[src/rtl/adpll_pkg.sv]
`default_nettype none
// ============================================================================
//  Module   : adpll_pkg
//  Brief    : Shared state encoding and saturating magnitude helper for the
//             ADPLL lock detector.
//  Revision : 1.0 - initial release
// ============================================================================
package adpll_pkg;

    // Detector state encoding, exported directly on state_o.
    localparam int unsigned c_STATE_W     = 2;
    localparam logic [1:0]  c_ST_UNLOCKED = 2'd0;
    localparam logic [1:0]  c_ST_ACQUIRE  = 2'd1;
    localparam logic [1:0]  c_ST_LOCKED   = 2'd2;
    localparam logic [1:0]  c_ST_HOLDOVER = 2'd3;

    // |val| for a width-bit two's complement value carried sign-extended in
    // 32 bits. The most negative input has no positive twin, so the result is
    // clamped to the largest positive value of that width.
    function automatic logic [31:0] sat_abs(input logic signed [31:0] val,
                                            input int unsigned        width);
        logic [31:0] lim;
        logic [31:0] mag;
        lim = (32'd1 << (width - 1)) - 32'd1;
        if (val < 0) begin
            mag = unsigned'(-val);
        end else begin
            mag = unsigned'(val);
        end
        if (mag > lim) begin
            mag = lim;
        end
        return mag;
    endfunction

endpackage
`default_nettype wire

[src/rtl/ref_edge_sync.sv]
`default_nettype none
// ============================================================================
//  Module   : ref_edge_sync
//  Brief    : Two-flop synchroniser for the asynchronous reference clock,
//             followed by a registered rising-edge strobe. The strobe is high
//             for one clk cycle, three clk edges after the reference rises.
//  Revision : 1.0 - initial release
// ============================================================================
module ref_edge_sync (
    input  logic clk,
    input  logic rst,
    input  logic i_ref_clk,
    output logic o_sample
);

    logic r_meta;
    logic r_sync;
    logic r_sync_q;
    logic r_sample;

    // Synchronise the reference, delay it once more and register the rise.
    always_ff @(posedge clk or posedge rst) begin
        if (rst) begin
            r_meta   <= 1'b0;
            r_sync   <= 1'b0;
            r_sync_q <= 1'b0;
            r_sample <= 1'b0;
        end else begin
            r_meta   <= i_ref_clk;
            r_sync   <= r_meta;
            r_sync_q <= r_sync;
            r_sample <= r_sync & ~r_sync_q;
        end
    end

    assign o_sample = r_sample;

endmodule
`default_nettype wire

[src/rtl/adpll_lock_detect.sv]
`default_nettype none
// ============================================================================
//  Module   : adpll_lock_detect
//  Brief    : Lock detector / error monitor for the ADPLL. Samples the signed
//             phase error once per reference rising edge, declares lock after
//             LOCK_COUNT consecutive in-threshold samples, rides through short
//             excursions in HOLDOVER, and drops lock on UNLOCK_COUNT bad
//             samples or on a reference-loss watchdog timeout.
//             Optional peak |error| register enabled by ADPLL_LOCK_PEAK_EN.
//  Revision : 1.0 - initial release
// ============================================================================
module adpll_lock_detect
    import adpll_pkg::*;
#(
    parameter int ERR_WIDTH    = 8,
    parameter int LOCK_THRESH  = 4,
    parameter int LOCK_COUNT   = 256,
    parameter int UNLOCK_COUNT = 4,
    parameter int TIMEOUT      = 255
) (
    input  logic                 fpga_clk_i,
    input  logic                 reset_i,
    input  logic                 enable_i,
    input  logic                 ref_clk_i,
    input  logic [ERR_WIDTH-1:0] error_i,
    input  logic                 clear_peak_i,
    output logic                 locked_o,
    output logic [1:0]           state_o,
    output logic                 lock_lost_o,
    output logic [ERR_WIDTH-1:0] peak_err_o
);

    localparam int c_GOOD_W = $clog2(LOCK_COUNT + 1);
    localparam int c_BAD_W  = $clog2(UNLOCK_COUNT + 1);
    localparam int c_WD_W   = $clog2(TIMEOUT + 1);

    localparam logic [c_GOOD_W-1:0] c_GOOD_MAX = c_GOOD_W'(LOCK_COUNT);
    localparam logic [c_BAD_W-1:0]  c_BAD_MAX  = c_BAD_W'(UNLOCK_COUNT);
    localparam logic [c_WD_W-1:0]   c_WD_MAX   = c_WD_W'(TIMEOUT);

    logic                  w_sample;
    logic signed [31:0]    w_err_ext;
    logic [31:0]           w_mag;
    logic                  w_in_thr;

    logic [c_STATE_W-1:0]  r_state;
    logic [c_STATE_W-1:0]  w_state_next;
    logic [c_GOOD_W-1:0]   r_good_cnt;
    logic [c_GOOD_W-1:0]   w_good_next;
    logic [c_GOOD_W-1:0]   w_good_inc;
    logic [c_BAD_W-1:0]    r_bad_cnt;
    logic [c_BAD_W-1:0]    w_bad_next;
    logic [c_BAD_W-1:0]    w_bad_inc;
    logic [c_WD_W-1:0]     r_wd_cnt;
    logic [c_WD_W-1:0]     w_wd_next;
    logic [c_WD_W-1:0]     w_wd_inc;
    logic                  w_timeout;

    logic                  r_locked;
    logic                  w_locked_next;
    logic                  r_lock_lost;
    logic                  w_lock_lost_next;

    ref_edge_sync u_ref_edge_sync (
        .clk       (fpga_clk_i),
        .rst       (reset_i),
        .i_ref_clk (ref_clk_i),
        .o_sample  (w_sample)
    );

    // Magnitude of the phase error; -2^(N-1) saturates to 2^(N-1)-1.
    assign w_err_ext = {{(32 - ERR_WIDTH){error_i[ERR_WIDTH-1]}}, error_i};
    assign w_mag     = sat_abs(w_err_ext, ERR_WIDTH);
    assign w_in_thr  = (w_mag <= 32'(LOCK_THRESH));

    // Counter increments; watchdog saturates so it never wraps back to zero.
    assign w_good_inc = r_good_cnt + c_GOOD_W'(1);
    assign w_bad_inc  = r_bad_cnt + c_BAD_W'(1);
    assign w_wd_inc   = (r_wd_cnt == c_WD_MAX) ? r_wd_cnt : r_wd_cnt + c_WD_W'(1);

    // A sample always restarts the watchdog, so it can only expire on a
    // sample-free cycle; once saturated it keeps forcing UNLOCKED harmlessly.
    assign w_timeout = ~w_sample & (w_wd_inc == c_WD_MAX);

    // State register with its counters and the registered outputs.
    always_ff @(posedge fpga_clk_i or posedge reset_i) begin
        if (reset_i) begin
            r_state     <= c_ST_UNLOCKED;
            r_good_cnt  <= '0;
            r_bad_cnt   <= '0;
            r_wd_cnt    <= '0;
            r_locked    <= 1'b0;
            r_lock_lost <= 1'b0;
        end else begin
            r_state     <= w_state_next;
            r_good_cnt  <= w_good_next;
            r_bad_cnt   <= w_bad_next;
            r_wd_cnt    <= w_wd_next;
            r_locked    <= w_locked_next;
            r_lock_lost <= w_lock_lost_next;
        end
    end

    // Next-state and counter update: disable, then watchdog, then sample.
    always_comb begin
        w_state_next = r_state;
        w_good_next  = r_good_cnt;
        w_bad_next   = r_bad_cnt;
        w_wd_next    = r_wd_cnt;
        if (!enable_i) begin
            w_state_next = c_ST_UNLOCKED;
            w_good_next  = '0;
            w_bad_next   = '0;
            w_wd_next    = '0;
        end else if (w_timeout) begin
            w_state_next = c_ST_UNLOCKED;
            w_good_next  = '0;
            w_bad_next   = '0;
            w_wd_next    = w_wd_inc;
        end else if (w_sample) begin
            w_wd_next = '0;
            case (r_state)
                c_ST_UNLOCKED: begin
                    if (w_in_thr) begin
                        w_state_next = c_ST_ACQUIRE;
                        w_good_next  = c_GOOD_W'(1);
                    end
                end
                c_ST_ACQUIRE: begin
                    if (w_in_thr) begin
                        w_good_next = w_good_inc;
                        if (w_good_inc == c_GOOD_MAX) begin
                            w_state_next = c_ST_LOCKED;
                        end
                    end else begin
                        w_state_next = c_ST_UNLOCKED;
                        w_good_next  = '0;
                    end
                end
                c_ST_LOCKED: begin
                    if (!w_in_thr) begin
                        w_state_next = c_ST_HOLDOVER;
                        w_bad_next   = c_BAD_W'(1);
                    end
                end
                c_ST_HOLDOVER: begin
                    if (w_in_thr) begin
                        w_state_next = c_ST_LOCKED;
                        w_bad_next   = '0;
                    end else if (w_bad_inc == c_BAD_MAX) begin
                        w_state_next = c_ST_UNLOCKED;
                        w_good_next  = '0;
                        w_bad_next   = '0;
                    end else begin
                        w_bad_next = w_bad_inc;
                    end
                end
                default: begin
                    w_state_next = c_ST_UNLOCKED;
                    w_good_next  = '0;
                    w_bad_next   = '0;
                end
            endcase
        end else begin
            w_wd_next = w_wd_inc;
        end
    end

    // Output decode; a deliberate disable never reports a loss of lock.
    always_comb begin
        w_locked_next    = (w_state_next == c_ST_LOCKED) ||
                           (w_state_next == c_ST_HOLDOVER);
        w_lock_lost_next = enable_i &&
                           ((r_state == c_ST_LOCKED) || (r_state == c_ST_HOLDOVER)) &&
                           (w_state_next == c_ST_UNLOCKED);
    end

    assign locked_o    = r_locked;
    assign state_o     = r_state;
    assign lock_lost_o = r_lock_lost;

`ifdef ADPLL_LOCK_PEAK_EN
    logic [ERR_WIDTH-1:0] r_peak;

    // Peak |error| tracker; a clear wins over a coincident sample.
    always_ff @(posedge fpga_clk_i or posedge reset_i) begin
        if (reset_i) begin
            r_peak <= '0;
        end else if (enable_i) begin
            if (clear_peak_i) begin
                r_peak <= '0;
            end else if (w_sample && (w_mag > 32'(r_peak))) begin
                r_peak <= w_mag[ERR_WIDTH-1:0];
            end
        end
    end

    assign peak_err_o = r_peak;
`else
    logic w_unused_clear_peak;

    assign w_unused_clear_peak = clear_peak_i;
    assign peak_err_o          = '0;
`endif

endmodule
`default_nettype wire

[config.mk]
export PLATFORM = sky130hd
export DESIGN_NAME = adpll_lock_detect
export DESIGN_NICKNAME = d
export VERILOG_FILES = /design/src/rtl/adpll_pkg.sv /design/src/rtl/ref_edge_sync.sv /design/src/rtl/adpll_lock_detect.sv
export SDC_FILE = /design/constraint.sdc
export NUM_CORES = 1
export LEC_CHECK = 0
export CAP_MARGIN = 25
export CORE_MARGIN = 1
export CORE_UTILIZATION = 30
export DETAILED_ROUTE_END_ITERATION = 10
export PLACE_DENSITY = 0.56
export SETUP_SLACK_MARGIN = 0.15
export SLEW_MARGIN = 20
export SYNTH_ARGS = -nofsm -noshare
export SYNTH_HDL_FRONTEND = slang
export SYNTH_SLANG_ARGS = --single-unit
[constraint.sdc]
create_clock -name fpga_clk_i -period 2.9 [get_ports fpga_clk_i]
set_clock_uncertainty 0.1 [all_clocks]
set_input_delay 0.29 -clock fpga_clk_i [delete_from_list [all_inputs] [get_ports fpga_clk_i]]
set_output_delay 0.29 -clock fpga_clk_i [all_outputs]
set_load 0.01 [all_outputs]
# [After elaboration in Yosys (flattened, before gate mapping)]
# Index checks and enable logic that the tools add are counted.
# W data, S select, Z words.
[totals] register_bits=28 input_bits=13 out_inout_bits=12 word_cells=76
[classes] add_sub_neg=4 magnitude_cmp=3 eq_ne=16 n_mux=31 n_bitwise=4 n_reduce_logical=8
[ops] cell="$mux W32" count=2
[ops] cell="$mux W9" count=7
[ops] cell="$gt A32 B7 Y1 const B" count=1
[ops] cell="$le A32 B3 Y1 const B" count=1
[ops] cell="$mux W8" count=4
[ops] cell="$neg A8 Y32" count=1
[ops] cell="$pmux W9 S3" count=1
[ops] cell="$mux W2" count=9
[ops] cell="$mux W3" count=6
[ops] cell="$eq A8 B8 Y1 const B" count=2
[ops] cell="$ne A4 B4 Y1 const B" count=4
[ops] cell="$add A9 B1 Y9 const B" count=1
[ops] cell="$eq A9 B9 Y1 const B" count=1
[ops] cell="$add A8 B1 Y8 const B" count=1
[ops] cell="$eq A2 B2 Y1 const B" count=4
[ops] cell="$lt A8 B1 Y1 const B" count=1
[ops] cell="$pmux W2 S4" count=1
[ops] cell="$pmux W3 S2" count=1
[ops] cell="$ne A5 B1 Y1 const B" count=1
[ops] cell="$reduce_and A5 Y1" count=1
[ops] cell="$logic_not A2 Y1" count=2
[ops] cell="$ne A4 B1 Y1 const B" count=1
[ops] cell="$add A3 B1 Y3 const B" count=1
[ops] cell="$eq A3 B3 Y1 const B" count=1
[ops] cell="7 further kinds" count=11

# [Longest topological paths before layout]
# Gate-level depths: netlist of the first run.
[depth] word_depth=12 mapped_depth=8 mapped_depth_nobuf=7

# [Modules after synthesis]
# From an unflattened synthesis of the first run, not the netlist that was laid out.
[hier_totals] cells_unflattened=219 area_unflattened_um2=1918.1
[modules_own_cells] mod="adpll_lock_detect" n_inst=1 cells_per_inst=213 area_each_um2=1800.5 seq_area_each_um2=600.6
[modules_own_cells] mod="ref_edge_sync" n_inst=1 cells_per_inst=6 area_each_um2=117.6 seq_area_each_um2=100.1

# [Worst setup path before layout of the first run]
# No wires, ideal clock.
[synth_timing] path_type="reg-to-reg" from="register r_wd_cnt[0]" to="register r_good_cnt[2]" setup_time_ns=0.147 arrival_ns=2.206 required_ns=2.653 setup_slack_ns=0.447 stages_incl_launch_ff=8 path_buffers=1 synth_period_minus_slack_ns=2.453 cell_sequence="dfrtp_1 ha_1 nand3_1 or4b_1 a211o_1 o31ai_4 buf_6 a311oi_1"
[synth_via] elab_chain_len=6 elab_cells_between_ends=13 cone_classes="add/sub: 1; eq/ne: 7; mux: 3; bitwise: 1; reduce/logical: 1"
[synth_rtl] element="start: declaration" line_no="adpll_lock_detect.sv:54" source="logic [c_WD_W-1:0] r_wd_cnt;"
[synth_rtl] element="start signal: assignment" line_no="adpll_lock_detect.sv:98" source="r_wd_cnt <= w_wd_next;"
[synth_rtl] element="$add A8 B1 Y8 / $eq A8 B8 Y1 (equally long branches)" line_no="adpll_lock_detect.sv:79" source="assign w_wd_inc = (r_wd_cnt == c_WD_MAX) ? r_wd_cnt : r_wd_cnt + c_WD_W'(1);"
[synth_rtl] element="$mux W8 *" line_no="adpll_lock_detect.sv:79"
[synth_rtl] element="$eq A8 B8 Y1 *" line_no="adpll_lock_detect.sv:83" source="assign w_timeout = ~w_sample & (w_wd_inc == c_WD_MAX);"
[synth_rtl] element="$and A1 B1 Y1 *" line_no="adpll_lock_detect.sv:83"
[synth_rtl] element="$ne A5 B1 Y1 (no source line) (tied with other cells)"
[synth_rtl] element="$reduce_and A5 Y1 (no source line) / $mux W9 (equally long branches)"
[synth_rtl] element="end signal: assignment" line_no="adpll_lock_detect.sv:96" source="r_good_cnt <= w_good_next;"
[synth_rtl] element="end: declaration" line_no="adpll_lock_detect.sv:48" source="logic [c_GOOD_W-1:0] r_good_cnt;"
# Mark *: on every way between the ends. The rest lies on a longest branch, timed or not.
# A chain may end at the register's enable or synchronous reset.

# [Final worst setup path of the first run]
[layout_timing] from="input port error_i[0]" to="register r_good_cnt[6]"
[layout_via] elab_chain_len=10 elab_cells_between_ends=14 cone_classes="add/sub: 1; order compare: 3; eq/ne: 2; mux: 7; reduce/logical: 1"
[layout_rtl] element="start: declaration" line_no="adpll_lock_detect.sv:25" source="input logic [ERR_WIDTH-1:0] error_i,"
[layout_rtl] element="$neg A8 Y32 / $lt A8 B1 Y1 (equally long branches)" line_no="adpll_pkg.sv:26, adpll_pkg.sv:25"
[layout_rtl] element="$mux W32 *" line_no="adpll_pkg.sv:25" source="if (val < 0) begin"
[layout_rtl] element="$gt A32 B7 Y1" line_no="adpll_pkg.sv:30" source="if (mag > lim) begin"
[layout_rtl] element="$mux W32 *" line_no="adpll_pkg.sv:30"
[layout_rtl] element="$le A32 B3 Y1 *" line_no="adpll_lock_detect.sv:74" source="assign w_in_thr = (w_mag <= 32'(LOCK_THRESH));"
[layout_rtl] element="$mux W9" line_no="adpll_lock_detect.sv:130" source="if (w_in_thr) begin"
[layout_rtl] element="$pmux W9 S3" line_no="adpll_lock_detect.sv:122" source="case (r_state)"
[layout_rtl] element="$mux W9" line_no="adpll_lock_detect.sv:120" source="end else if (w_sample) begin"
[layout_rtl] element="$mux W9" line_no="adpll_lock_detect.sv:115" source="end else if (w_timeout) begin"
[layout_rtl] element="$mux W9" line_no="adpll_lock_detect.sv:110" source="if (!enable_i) begin"
# Mark *: on every way between the ends. The rest lies on a longest branch, timed or not. The select of a mux whose other input is x is not followed.

==> results.cfg, run 1 <==
[outcome]
outcome = finished, final reports clean

[clock_network]
clockRootBuffer = clkbuf_8
cts_tree = done
postCtsHoldBufs = 0
clk_pin_slew_ns = 0.09
cts_buffer_depth = 2
clock_latency_ns = 0.27
post_cts_buffers = 0
cts-resized-gates = 0
clock_sinks = 28
cts_max_level = 1
cts_made_buffers = 3

[floorplanning]
io_pins = 25
core-area_sq_um = 5608
die-area_sq_um = 6213
start_util_pct = 31.57
die_height_microns = 78.82
die_x_microns = 78.82
rows = 27

[logic_synthesis]
yosysTopAreaCellShare_pct = 39.58
ys_types = 53
synth_top_area_cell = dfrtp_1
syn-instance-count = 189
ys_ff_latch = 28
synthXorXnorAreaFrac_pct = 1.484
synthMuxAreaShare_pct = 1.131
netlist_top_cells_area = dfrtp_1 40%, a31oi_1 4.2%, a311oi_1 4.0%
synth_top_family_by_area = simple AND/OR/NAND/NOR gates
synth_commonest_cells = 28 x dfrtp_1, 13 x nand2_1, 13 x nand3_1, 12 x a31oi_1, 10 x nor2_1
ys.flop_type = dfrtp_1
synthArstFlopShare_pct = 100.0
avgSynthCellArea_sq_um = 9.367
synth_edf_count = 0
synth_compound_area_share_pct = 23.11
ys_seq_area_share_pct = 39.58
synth_simple_gate_area_share_pct = 23.46
netlist_area_sq_um = 1770
synth.most_common_cell = dfrtp_1
yosysWarnings = 0
synthAdderAreaFrac_pct = 3.534

[worst_setup_path]
critPathArrivalTime_ns = 2.57
worst_ep_required_time_ns = 2.95
cp_common_cell = buf_4
critical-path-top-delay-family = buffers and inverters
critPathMaxStageDelay_ns = 0.63
crit_type = in2reg
cp_num_buf_inv = 4
end_kind = flop
slowest_stage = nor4b_1
worstSetupStartpointType = input pin
worstPathCellList = clkdlybuf4s50_1 > inv_1 > ha_1 > nor4bb_1 > nor4b_1 > a2111oi_0 > buf_4 > a211oi_2 > buf_4 > a311oi_1
critPathMaxFanout = 7

[cells_and_area]
final_area_sq_um = 2086
drive_above_1_share_pct = 9.906
syn_to_final_growth_pct = 17.81
nNetsFinal = 232
diodes = 0

[timing]
fin_crit_sh_pct = 87.05
rsz0062_at_grt = no
setup_slack_ns = 0.3755
slew_headroom_pct = 53.77
tightest_slew_ns = 0.6838
setup_viol = 0
fin_setup_tns_ns = 0
fin_crit_ns = 2.525
whs_ns = 0.2534
max_freq_mhz = 396.1
hold_violations = 0
drv_slew = 0

[place]
gp_congestion = 0.7536
dp_hpwl_mm = 2.727
port_buffers = 15
placed_area_sq_um = 2044
dp_worst_setup_slack_ns = 0.1098

[hold_path]
min_path_type = reg2reg

[routing]
vias = 1545
post_drt_wl_per_cell_microns = 13.64
drc = 0
dr.first_iter.drc_count = 66
viasPerCell = 5.440
drtAntennaViolNets = 0
drt_first_pass_iters = 4
routed_wl_mm = 3.875

[global_routing]
grt_max_degree = 29
antenna_found_initial = 0
grt_remaining_overflow = 0
grt_util_all_layers_pct = 12.89
grt_pass1_vias = 1362
grt_pass1_wl_mm = 6.451

[run]
drv_cap = 0

[pwr]
ir_drop_mv = 0.1411
leakage_nw = 0.8601
p_per_area_nw_per_um2 = 342.8
==> metal layers <==
layer  track usage (%)  part of all wire, %
met1             17.63                   50
met4             2.364                 0.49
met5                 0                    0
met2             20.87                   46
met3             2.989                  3.9
==> sequential cells by signal, indices dropped and copies added (netlist names), 2 cells and up <==
name        flops
r_good_cnt      9
r_wd_cnt        8
r_bad_cnt       3
state_o         2
==> worst reg2reg max path: cells and delay by family (launching register included) <==
family                   cells  cell delay [ns]
flip-flops                   1             0.46
AO/OA/AOI/OAI                3             0.76
AND/OR/NAND/NOR              2             0.61
adder cells (fa/ha/maj)      1             0.29
buffers and inverters        1             0.25
==> cell type report <==
class	instances	area, sq um
Multi-Input combinational cell	143	968.4
Clock buffer	3	41.29
Fill cell	577	3522
Sequential cell	28	700.7
Timing Repair Buffer	28	247.7
Tap cell	72	90.09
Inverter	10	37.54
==> logic make-up (layout without fill, tap and decap cells) <==
group,after synthesis,after routing
multiplexers,2,2
XOR/XNOR,3,3
AND/OR/NAND/NOR,72,72
flip-flops,28,28
buffers and inverters,25,41
other,1,8
AO/OA/AOI/OAI,53,53
adder cells (fa/ha/maj),5,5
==> stage by stage <==
stage                     power (mW)  std cells  utilization (%)
final                         0.7150        284            37.19
after global placement        0.5132        281            36.46
after CTS                     0.7301        284            37.19
after detailed placement      0.5127        281            36.46
after global routing          0.7585        284            37.19
after floorplan               0.4748        196                -
==> path summary, 6_finish.rpt <==
path	slack (ns)	cells after the start	end	from
min in group asynchronous	0.28	3	r_wd_cnt[2]	reset_i
worst max register to register	0.39	7	lock_lost_o	r_wd_cnt[0]
max in group asynchronous	2.15	3	r_good_cnt[7]	reset_i
worst max-delay path	0.38	10	r_good_cnt[6]	error_i[0]
worst min-delay path	0.25	0	u_ref_edge_sync.r_sync	u_ref_edge_sync.r_meta
worst min register to register	0.25	0	u_ref_edge_sync.r_sync	u_ref_edge_sync.r_meta
==> report_power, final <==
part | internal [mW] | switching (mW) | total [mW]
combinational | 0.0411 | 0.0552 | 0.0963
clock | 0.0933 | 0.117 | 0.210
sequential | 0.399 | 0.00990 | 0.408
==> layout by cell type, fill, tap and decap left out, drive strengths merged, types with 3 or more instances in the layout <==
master         count
a21oi              3
and3               5
nand3b             5
conb               8
nor3               7
nor2              10
clkdlybuf4s50     15
clkbuf             3
dfrtp             28
nand3             13
a31oi             12
inv                9
ha                 5
and4               3
a311oi             8
nand2             13
a211oi             3
o21ai              7
nand4              4
o211ai             3
buf               13
No activity file was read; power rests on OpenSTA's default activity.
==> run 2: changes to the inputs <==
- CORE_ASPECT_RATIO: unset -> 1.5
==> run 2 against run 1 <==
Clock power is 47% higher. Wire length is 0.67% higher. Critical path type unchanged. Cell count is 0.35% lower. Combinational power is 6% higher. First-iteration DRC count is 23% lower. Register-to-register slack hardly changed. Sequential share of layout area is 0.75 points lower.
==> results.cfg, run 2 (same netlist as run 1, synthesis figures left out) <==
[cells_and_area]
nFillCells = 576
final_cell_mix = 28 x dfrtp_1, 15 x clkdlybuf4s50_1, 13 x nand3_1, 13 x nand2_1
final_util_pct = 38.27
largest_reg_flops = 9
syn_to_final_growth_pct = 20.49
largest-register = r_good_cnt
nNetsFinal = 232
diodes = 0
final_common_cell = dfrtp_1
largestRegisters = r_good_cnt (9), r_wd_cnt (8), r_bad_cnt (3)
drive_above_1_share_pct = 10.80

[worst_setup_path]
critPathMaxStageDelay_ns = 0.47
critical-path-top-delay-family = buffers and inverters
crit_type = in2reg
worstSetupStartpointType = input pin
slowest_stage = clkdlybuf4s50_1
end_kind = flop
critPathMaxFanout = 16
worstPathCellList = clkdlybuf4s50_1 > inv_1 > ha_1 > nor4bb_1 > nor4b_2 > a211oi_2 > buf_4 > a41oi_1 > a311oi_1
cp_num_buf_inv = 3
r2r_cells = 7
worst_ep_required_time_ns = 2.98
critPathArrivalTime_ns = 2.62
timing.rr.start = r_wd_cnt[0]
rr_endpoint = lock_lost_o
startpoint = error_i[0]
r2r_slack_ns = 0.39

[timing]
setup_viol = 0
rsz0062_at_grt = yes
tightest_slew_ns = 0.7221
fin_setup_tns_ns = 0
max_freq_mhz = 393.9
slew_headroom_pct = 51.49
fin_crit_sh_pct = 87.53
drv_slew = 0
hold_violations = 0
fin_crit_ns = 2.538

[place]
gp_congestion = 0.7877
port_buffers = 15
dp_hpwl_mm = 2.829

[pwr]
p_per_area_nw_per_um2 = 384.0
ir_drop_mv = 0.1500
power_mw = 0.8191
leakage_nw = 0.8823

[floorplanning]
io_pins = 25
die_x_microns = 64.73
core-area_sq_um = 5574
start_util_pct = 31.76
die_height_microns = 96.09
rows = 33
die-area_sq_um = 6219

[clock_network]
postCtsHoldBufs = 0
clock_sinks = 28
clock_latency_ns = 0.27
cts_tree = done
cts_buffer_depth = 2
cts_max_level = 1
cts_made_buffers = 3
clk_pin_slew_ns = 0.10
clockRootBuffer = clkbuf_8

[routing]
drc = 0
drtAntennaViolNets = 0
vias = 1554
drt_first_pass_iters = 4
viasPerCell = 5.491
dr.first_iter.drc_count = 51
post_drt_wl_per_cell_microns = 13.78
routed_wl_mm = 3.901

[outcome]
outcome = finished, final reports clean

[global_routing]
antenna_found_initial = 0
grt_pass1_wl_mm = 7.176
grt_remaining_overflow = 0
grt_pass1_vias = 1611
grt_util_all_layers_pct = 14.46
grt_max_degree = 29

[hold_path]
min_path_type = in2async

[run]
drv_cap = 0
run 2: per-stage QoR:
step | setup WS (ns) | std cells | cell area (sq um) | hold slack (ns)
detailed placement | 0.07362 | 277 | 2039 | 0.2365
global placement | 0.1016 | 277 | 2039 | 0.2353
floorplan | 0.4466 | 196 | 1797 | 0.2214
CTS | 0.3519 | 281 | 2111 | 0.2616
finish | 0.3616 | 283 | 2133 | 0.2572
global route | 0.1173 | 283 | 2133 | 0.2776
run 2: final cells by class:
cell class / instances / area, sq um / share of cell area [%]
Multi-Input combinational cell: 143 / 975.9 / 45.75
Sequential cell: 28 / 700.7 / 32.84
Timing Repair Buffer: 28 / 260.3 / 12.20
Tap cell: 70 / 87.58 / 4.106
Clock buffer: 3 / 41.29 / 1.935
Inverter: 10 / 37.54 / 1.760
Clock inverter: 1 / 30.03 / 1.408
run 2: worst max-delay path by stage:
| stage | to | depth (start not counted) |
|---|---|---|
| after floorplan | r_good_cnt[2] | 7 |
| after CTS | r_good_cnt[2] | 9 |
| after global routing | r_good_cnt[8] | 9 |
| after detailed placement | r_good_cnt[5] | 9 |
| final | r_good_cnt[2] | 9 |
| after global placement | r_good_cnt[2] | 9 |
run 2: timing repair:
action                                 in CTS  in global routing
setup buffers                               0                  2
setup endpoints to repair                   0                  6
endpoints found under the hold margin       0                  0
resized for setup                           0                  2
run 2: worst min-delay path: cells and delay by family:
family	cells	cell delay [ns]
buf+inv	3	0.77
run 2: metal layers:
| metal | wire length, microns | GRT usage (%) | vias up | share of wire (%) |
|---|---|---|---|---|
| met1 | 1703 | 17.11 | 755 | 44 |
| met2 | 2042 | 26.22 | 29 | 52 |
| met3 | 88 | 1.066 | 4 | 2.3 |
| li1 | - | - | 766 | - |
| met4 | 68 | 6.667 | 0 | 1.7 |
| met5 | 0 | 0 | - | 0 |
run 2: power by group:
| group | total, mW | switching [mW] | leakage, nW | internal [mW] |
|---|---|---|---|---|
| combinational | 0.102 | 0.0583 | 0.467 | 0.0441 |
| clock | 0.309 | 0.125 | 0.0357 | 0.185 |
| sequential | 0.407 | 0.00867 | 0.380 | 0.399 |
